==> config.mk <==
export PLATFORM = sky130hd
export DESIGN_NAME = shift_unit_pipe_flat
export DESIGN_NICKNAME = d
export VERILOG_FILES = /design/src/rtl/shift_unit_pipe_pkg.sv /design/src/rtl/shift_unit_pipe_if.sv /design/src/rtl/shift_unit_pipe_level.sv /design/src/rtl/shift_unit_pipe.sv /design/src/flat_wrapper.sv
export SDC_FILE = /design/constraint.sdc
export NUM_CORES = 1
export LEC_CHECK = 0
export ABC_AREA = 1
export CAP_MARGIN = 10
export CELL_PAD_IN_SITES_DETAIL_PLACEMENT = 0
export CELL_PAD_IN_SITES_GLOBAL_PLACEMENT = 1
export CORE_AREA = 3 3 131 133
export CTS_BUF_LIST = sky130_fd_sc_hd__clkbuf_16
export CTS_CLUSTER_SIZE = 16
export DETAILED_ROUTE_END_ITERATION = 12
export DIE_AREA = 0 0 134 136
export MAX_ROUTING_LAYER = met4
export PLACE_DENSITY_LB_ADDON = 0.2
export SLEW_MARGIN = 20
export SYNTH_ARGS = -nofsm -noshare
export SYNTH_HDL_FRONTEND = slang
export SYNTH_SLANG_ARGS = --single-unit
==> constraint.sdc <==
create_clock -name clock -period 1.9 [get_ports clock]
set_input_delay 0.38 -clock clock [delete_from_list [all_inputs] [get_ports clock]]
set_output_delay 0.38 -clock clock [all_outputs]
set_load 0.03 [all_outputs]
==> src/rtl/shift_unit_pipe_pkg.sv <==
// Shared definitions for the pipelined barrel shifter.
//  - shift_op_e : operation encodings (SLL/SRL/SRA/ROL)
//  - log2_f     : ceil(log2(n)) usable in constant expressions
//  - nstage_f   : number of register stages for a width / levels-per-stage pair
package shift_unit_pipe_pkg;

  typedef enum logic [1:0] {
    OP_SLL = 2'b00,
    OP_SRL = 2'b01,
    OP_SRA = 2'b10,
    OP_ROL = 2'b11
  } shift_op_e;

  function automatic int log2_f(input int n);
    int r;
    r = 0;
    while ((1 << r) < n) r++;
    return r;
  endfunction

  function automatic int nstage_f(input int width, input int pe);
    return (log2_f(width) + pe - 1) / pe;
  endfunction

endpackage

==> src/rtl/shift_unit_pipe_if.sv <==
// Handshake bundle for shift_unit_pipe.
//  in side : flush, in_valid/in_ready, in_op, in_a, in_shamt, in_tag
//  out side: out_valid/out_ready, out_data, out_tag
//  master = producer/consumer environment, slave = the shift unit.
interface shift_unit_pipe_if
  import shift_unit_pipe_pkg::*;
#(
  parameter int WIDTH = 32,
  parameter int TAG_W = 5
) ();
  localparam int SHW = log2_f(WIDTH);

  logic             flush;
  logic             in_valid;
  logic             in_ready;
  shift_op_e        in_op;
  logic [WIDTH-1:0] in_a;
  logic [SHW-1:0]   in_shamt;
  logic [TAG_W-1:0] in_tag;
  logic             out_valid;
  logic             out_ready;
  logic [WIDTH-1:0] out_data;
  logic [TAG_W-1:0] out_tag;

  modport master (
    output flush, in_valid, in_op, in_a, in_shamt, in_tag, out_ready,
    input  in_ready, out_valid, out_data, out_tag
  );

  modport slave (
    input  flush, in_valid, in_op, in_a, in_shamt, in_tag, out_ready,
    output in_ready, out_valid, out_data, out_tag
  );
endinterface

==> src/rtl/shift_unit_pipe_level.sv <==
// One barrel-shifter level: conditional left shift by the constant DIST.
// Vacated LSBs take the fill bit, or the bits shifted out of the MSB end
// when SHIFT_ROTATE_EN is defined and rot is set.
//  en   : apply this level's shift
//  fill : fill bit for vacated LSBs
//  rot  : (SHIFT_ROTATE_EN only) wrap instead of fill
//  d/q  : data in / out
module shift_unit_pipe_level #(
  parameter int WIDTH = 32,
  parameter int DIST  = 1
) (
  input  logic             en,
  input  logic             fill,
`ifdef SHIFT_ROTATE_EN
  input  logic             rot,
`endif
  input  logic [WIDTH-1:0] d,
  output logic [WIDTH-1:0] q
);
  logic [DIST-1:0] low;

`ifdef SHIFT_ROTATE_EN
  assign low = rot ? d[WIDTH-1 -: DIST] : {DIST{fill}};
`else
  assign low = {DIST{fill}};
`endif

  assign q = en ? {d[WIDTH-1-DIST:0], low} : d;
endmodule

==> src/rtl/shift_unit_pipe.sv <==
// Pipelined barrel shifter (SLL/SRL/SRA, plus ROL when SHIFT_ROTATE_EN is
// defined; otherwise op 11 behaves as SLL).
//  clock, reset_n : rising-edge clock, async active-low reset
//  bus (slave)    : valid/ready in and out sides, flush, tag sideband
// log2(WIDTH) levels, MSB-first (largest distance first), with a register
// after every PIPE_EVERY levels. Right shifts run as
// reverse -> left shift with fill -> reverse, so only left-shift levels exist.
module shift_unit_pipe
  import shift_unit_pipe_pkg::*;
#(
  parameter int WIDTH      = 32,
  parameter int PIPE_EVERY = 2,
  parameter int TAG_W      = 5
) (
  input logic              clock,
  input logic              reset_n,
  shift_unit_pipe_if.slave bus
);
  localparam int L      = log2_f(WIDTH);
  localparam int NSTAGE = nstage_f(WIDTH, PIPE_EVERY);

  // Entry decode: direction and fill bit are fixed here and travel with the op.
  logic             entry_rev, entry_fill;
  logic [WIDTH-1:0] entry_data;
`ifdef SHIFT_ROTATE_EN
  logic             entry_rot;
  assign entry_rot  = (bus.in_op == OP_ROL);
`endif
  assign entry_rev  = (bus.in_op == OP_SRL) || (bus.in_op == OP_SRA);
  assign entry_fill = (bus.in_op == OP_SRA) && bus.in_a[WIDTH-1];
  assign entry_data = entry_rev ? {<<{bus.in_a}} : bus.in_a;

  logic [NSTAGE-1:0] vld_pipe;
  logic [NSTAGE:0]   rdy;

  // A stage can take new data when empty or when it is itself moving on.
  always_comb begin
    rdy[NSTAGE] = bus.out_ready;
    for (int k = NSTAGE - 1; k >= 0; k--) rdy[k] = ~vld_pipe[k] | rdy[k+1];
  end

  for (genvar gs = 0; gs < NSTAGE; gs++) begin : g_stg
    localparam int  LO   = gs * PIPE_EVERY;
    localparam int  HI   = ((gs + 1) * PIPE_EVERY < L) ? (gs + 1) * PIPE_EVERY - 1 : L - 1;
    localparam int  NL   = HI - LO + 1;
    localparam bit  LAST = (gs == NSTAGE - 1);

    // Upstream view: only the shamt bits not yet consumed are carried.
    logic             up_vld, up_rev, up_fill;
    logic [WIDTH-1:0] up_data, nd;
    logic [L-LO-1:0]  up_shamt;
    logic [TAG_W-1:0] up_tag;
`ifdef SHIFT_ROTATE_EN
    logic             up_rot;
`endif
    logic             vld, load;
    logic [WIDTH-1:0] data;
    logic [TAG_W-1:0] tag;

    if (gs == 0) begin : g_src_in
      assign up_vld   = bus.in_valid;
      assign up_rev   = entry_rev;
      assign up_fill  = entry_fill;
      assign up_data  = entry_data;
      assign up_shamt = bus.in_shamt;
      assign up_tag   = bus.in_tag;
`ifdef SHIFT_ROTATE_EN
      assign up_rot   = entry_rot;
`endif
    end else begin : g_src_stg
      assign up_vld   = vld_pipe[gs-1];
      assign up_rev   = g_stg[gs-1].g_ctl.rev;
      assign up_fill  = g_stg[gs-1].g_ctl.fill;
      assign up_data  = g_stg[gs-1].data;
      assign up_shamt = g_stg[gs-1].g_ctl.shamt;
      assign up_tag   = g_stg[gs-1].tag;
`ifdef SHIFT_ROTATE_EN
      assign up_rot   = g_stg[gs-1].g_ctl.rot;
`endif
    end

    for (genvar gl = 0; gl < NL; gl++) begin : g_lvl
      localparam int SB = L - 1 - LO - gl;  // shamt bit owned by this level
      logic [WIDTH-1:0] d, q;
      if (gl == 0) begin : g_first
        assign d = up_data;
      end else begin : g_chain
        assign d = g_lvl[gl-1].q;
      end
      shift_unit_pipe_level #(.WIDTH(WIDTH), .DIST(1 << SB)) u_lvl (
        .en  (up_shamt[SB]),
        .fill(up_fill),
`ifdef SHIFT_ROTATE_EN
        .rot (up_rot),
`endif
        .d   (d),
        .q   (q)
      );
    end

    assign load          = rdy[gs] & up_vld & ~bus.flush;
    assign vld_pipe[gs]  = vld;

    if (LAST) begin : g_exit
      // Undo the entry reversal so out_data is a plain register.
      assign nd = up_rev ? {<<{g_lvl[NL-1].q}} : g_lvl[NL-1].q;
    end else begin : g_ctl
      localparam int REM = L - 1 - HI;
      logic           rev, fill;
      logic [REM-1:0] shamt;
`ifdef SHIFT_ROTATE_EN
      logic           rot;
`endif
      assign nd = g_lvl[NL-1].q;

      always_ff @(posedge clock or negedge reset_n) begin
        if (!reset_n) begin
          rev   <= 1'b0;
          fill  <= 1'b0;
          shamt <= '0;
`ifdef SHIFT_ROTATE_EN
          rot   <= 1'b0;
`endif
        end else if (load) begin
          rev   <= up_rev;
          fill  <= up_fill;
          shamt <= up_shamt[REM-1:0];
`ifdef SHIFT_ROTATE_EN
          rot   <= up_rot;
`endif
        end
      end
    end

    // Data only moves on a real load, so a stalled output holds steady.
    always_ff @(posedge clock or negedge reset_n) begin
      if (!reset_n) begin
        vld  <= 1'b0;
        data <= '0;
        tag  <= '0;
      end else begin
        if (bus.flush)    vld <= 1'b0;
        else if (rdy[gs]) vld <= up_vld;
        if (load) begin
          data <= nd;
          tag  <= up_tag;
        end
      end
    end
  end

  // Under flush the offered input is dropped, so it is always "accepted".
  assign bus.in_ready  = rdy[0] | bus.flush;
  assign bus.out_valid = vld_pipe[NSTAGE-1];
  assign bus.out_data  = g_stg[NSTAGE-1].data;
  assign bus.out_tag   = g_stg[NSTAGE-1].tag;
endmodule

==> src/flat_wrapper.sv <==
// flat-port wrapper written by rule: the top's interface ports become plain ports
module shift_unit_pipe_flat import shift_unit_pipe_pkg::*;
#(
  parameter int WIDTH      = 32,
  parameter int PIPE_EVERY = 2,
  parameter int TAG_W      = 5
)
  (clock, reset_n, bus_flush, bus_in_valid, bus_in_op, bus_in_a, bus_in_shamt, bus_in_tag, bus_out_ready, bus_in_ready, bus_out_valid, bus_out_data, bus_out_tag);
  shift_unit_pipe_if #(.WIDTH(WIDTH), .TAG_W(TAG_W)) bus_i ();
  input logic clock;
  input logic reset_n;
  input wire logic [$bits(bus_i.flush)-1:0] bus_flush;
  input wire logic [$bits(bus_i.in_valid)-1:0] bus_in_valid;
  input wire logic [$bits(bus_i.in_op)-1:0] bus_in_op;
  input wire logic [$bits(bus_i.in_a)-1:0] bus_in_a;
  input wire logic [$bits(bus_i.in_shamt)-1:0] bus_in_shamt;
  input wire logic [$bits(bus_i.in_tag)-1:0] bus_in_tag;
  input wire logic [$bits(bus_i.out_ready)-1:0] bus_out_ready;
  output wire logic [$bits(bus_i.in_ready)-1:0] bus_in_ready;
  output wire logic [$bits(bus_i.out_valid)-1:0] bus_out_valid;
  output wire logic [$bits(bus_i.out_data)-1:0] bus_out_data;
  output wire logic [$bits(bus_i.out_tag)-1:0] bus_out_tag;
  assign bus_i.flush = bus_flush;
  assign bus_i.in_valid = bus_in_valid;
  assign bus_i.in_op = bus_in_op;
  assign bus_i.in_a = bus_in_a;
  assign bus_i.in_shamt = bus_in_shamt;
  assign bus_i.in_tag = bus_in_tag;
  assign bus_i.out_ready = bus_out_ready;
  assign bus_in_ready = bus_i.in_ready;
  assign bus_out_valid = bus_i.out_valid;
  assign bus_out_data = bus_i.out_data;
  assign bus_out_tag = bus_i.out_tag;
  shift_unit_pipe #(.WIDTH(WIDTH), .PIPE_EVERY(PIPE_EVERY), .TAG_W(TAG_W)) u_core (.clock(clock), .reset_n(reset_n), .bus(bus_i));
endmodule
==> summary.md, run 1 <==
| Metric | Value |
|---|---|
| Outcome | completed |
| Worst path max stage delay | 0.69 ns |
| Area delta synth->final | 25.2% |
| Worst-case clock buffer depth | 2 |
| DIE WIDTH | 134 um |
| Cell-internal power | between 6 and 7 mW |
| Core area | ~16000 sq um |
| RD Place Congestion | approximately 0.85 |
| Chip height | around 140 um |
| Largest net degree at the start of global routing | 66 |
| Pleak | roughly 4.3 nW |
| Max_cap viols | 0 |
| WL final | 18.3 mm |
| Inserted Diodes | 0 |
| Antenna Nets Post-Route | 0 |
| Max_slew headroom | roughly two thirds |
| Antenna violations before repair | 0 |
| Minimum clock period | roughly 1.8 ns |
| Clock power share | between 20 and 30% |
| Critical-path cell list | clkdlybuf4s50_1 |
| Max Fclk | 0.546 GHz |
| Slew Limit Fails | 0 |
| Crit path launch type | flip-flop |
| Initial Util | between 40 and 50% |
| Syn Inst Count | between 1000 and 1500 |
| Drt initial violations | around 400 |
| Clock sinks | 122 |
| DR vias/cell | 5.06 |
| Sequential area share after synthesis | 44.3% |
| DR WL/cell | between 10 and 15 um |
| CTS tree | built |
| Sw Pwr | 3.48 mW |
| Avg Cell Area, Syn | 6.83 sq um |
| Synthesized Nets | 1059 |
| Post-synth EDFFs | 0 |
| DR WL met2 | 8.42 mm |
| Clk slew on worst S/H paths | 0.05 ns |
| First-pass GRT wire length | just over 30 mm |
| Layout cell share with drive strength beyond 1 | ~6.3% |
| WL met3 | around 750 um |
| GR Overflow Total | 0 |
| Met1 Wirelength | 8.83 mm |
| Vias in the first global route | 6142 |
| Clock latency on the worst-skew pair | 0.41 ns |
| Power Total | a little under 10 mW |
| Fraction of registers with async set/reset | 100% |
| Critical path type | flip-flop to output port |
| Req. time, crit path | roughly 1.5 ns |
| Synthesized cell area | 6890 sq um |
| Fin crit share | 96.3% |
| Max Used Layer | met4 |
| Total GRT Usage | 21.7% |
| Row count | 46 |
| Pwr dens | 1120 nW/um^2 |
| Post-synth cell types | 24 |
| Worst Path Max Fanout | 2 |
| Port Buf Inserts | 87 |
| Sw Share | a little over a third |
| Root buffer cell | clkbuf_16 |
| Logic pwr share | between 30% and 40% |
| Cell family with most CP delay | buffers and inverters |
| CTS H-tree lvls | 4 |
| Max VDD drop | slightly below 0.7 mV |
| Full die area | approximately 18000 sq um |
| Worst path bufs/invs | 1 |
| Flop pwr share | a little under two fifths |
| CTS buffer count | 17 |
| Nets | about 1100 |
| Worst Clk Skew | 0.00825 ns |
| Top_reg_cell synth | dfrtp_1 |
| # setup viols final | 0 |
| Arrival @ worst endpoint | about 1.5 ns |
| DR pass1 iterations | 5 |
| Fin. Hold Viols | 0 |
| RSZ-0062 raised after global routing | no |
| FF+latch count, synth | between 100 and 150 |
| I/O pins | slightly below 90 |
| Residual DRC count | 0 |
| Slowest CP cell | clkdlybuf4s50_1 |
| Final HPWL DP | 13.5 mm |
| Worst min-delay path class | primary input to async pin |
| Worst-Margin Slew | just under 0.5 ns |
| Via count | around 6600 |
| Worst hold slack | 0.459 ns |
| Warnings, synthesis | 0 |
| Element type at the critical path end | output port |
Yosys cell counts, types with 2 or more instances:
cell / number / share of area [%]
clkbuf_1: 23 / 1.3
o21ai_0: 80 / 5.8
inv_2: 5 / 0.27
dfrtp_1: 122 / 44
buf_1: 5 / 0.27
buf_2: 35 / 2.5
nand3_1: 112 / 8.1
nand2_2: 2 / 0.18
buf_6: 3 / 0.49
o211ai_1: 27 / 2.9
nor2_1: 42 / 2.3
a21oi_1: 11 / 0.80
o21ai_1: 38 / 2.8
nand2_1: 447 / 24
inv_1: 48 / 2.6
final timing paths:
path	from	cells past startpoint	slack, ns	end
max	u_core.bus.out_tag[4]	1	0.07	bus_out_tag[4]
min	reset_n	2	0.46	u_core.bus.out_data[2]
max reg2reg	u_core.g_stg[1].g_ctl.shamt	4	0.48	u_core.bus.out_data[31]
min reg2reg	u_core.g_stg[0].tag[3]	2	0.48	u_core.g_stg[0].tag[3]
max in group asynchronous	reset_n	3	0.85	u_core.bus.out_data[11]
min in group clock	u_core.g_stg[0].tag[3]	2	0.48	u_core.g_stg[0].tag[3]
through the flow:
step / util, % / setup TNS (ns) / setup slack (ns) / cell area (sq um) / cells
after detailed placement: 50.8 / -2.92 / -0.167 / 8100 / 1279
after global routing: 54.1 / 0 / 0.00475 / 8630 / 1311
after global placement: 50.8 / -2.65 / -0.150 / 8100 / 1279
after floorplan: - / 0 / 0.411 / 6890 / 1009
after CTS: 54.1 / 0 / 0.0120 / 8630 / 1311
final: 54.1 / 0 / 0.0696 / 8630 / 1311
cell type report:
cell class / instances / area, sq um
clock inverters: 14 / 91.3
fillers: 1631 / 7310
inverters: 54 / 203
flip-flops and latches: 122 / 3050
multi-input cells: 765 / 3310
well taps: 216 / 270
repair buffers: 123 / 1280
clock buffers: 17 / 425
cell usage in the layout, fill, tap and decap left out, drive strengths merged, types with 11 or more instances in the layout:
cell type and instances:
nand2 449, dfrtp 122, o21ai 118, nand3 112
clkdlybuf4s50 84, inv 55, nor2 44, buf 37
o211ai 27, clkbuf 17, a21oi 11, clkinv 11
power by group through the flow:
| stage | combinational [mW] | sequential (mW) | clock, mW |
|---|---|---|---|
| finish | 3.21 | 3.68 | 2.81 |
| global route | 3.59 | 3.77 | 2.99 |
| CTS | 3.24 | 3.68 | 2.88 |
| detailed placement | 3.23 | 3.72 | 0 |
| global placement | 3.20 | 3.70 | 0 |
| floorplan | 1.51 | 4.17 | 0 |
registers in the layout, indices dropped and copies added, names as in the netlist:
register,cells
u_core.g_stg.g_ctl.fill,2
u_core.g_stg.g_ctl.rev,2
u_core.bus.out_valid,1
u_core.g_stg.tag,10
u_core.bus.out_data,32
u_core.g_stg.g_ctl.shamt,4
u_core.g_stg.vld,2
u_core.g_stg.data,64
u_core.bus.out_tag,5
kinds of logic (layout without fill, tap and decap cells):
kind of cell	Yosys count	after routing	synth area share, %
simple gates	607	607	35.4
compound gates	157	157	12.4
flops	122	122	44.3
buf+inv	122	208	7.68
fa+ha+maj	1	1	0.182
layer usage:
layer,up-vias,track usage [%]
li1,3401,-
met1,3045,29.8
met2,156,32.3
met3,26,4.00
met4,0,7.66
met5,-,-
repair_timing:
action / in CTS / in global routing
hold buffers: 1 / 0
gates resized for setup: 0 / 1
buffers inserted: 0 / 0
endpoints found under the hold margin: 30 / 0
setup endpoints to repair: 0 / 1
Note: power is estimated with default switching activity, not from simulation.
==> run 2: changes to the inputs <==
--- a/config.mk
+++ b/config.mk
@@ -16,7 +16,7 @@
 export DIE_AREA = 0 0 134 136
 export MAX_ROUTING_LAYER = met4
 export PLACE_DENSITY_LB_ADDON = 0.2
-export SLEW_MARGIN = 20
+export SLEW_MARGIN = 30
 export SYNTH_ARGS = -nofsm -noshare
 export SYNTH_HDL_FRONTEND = slang
 export SYNTH_SLANG_ARGS = --single-unit
==> results of run 2 <==
No change in the layout: final DEF, timing and power equal those of run 1.
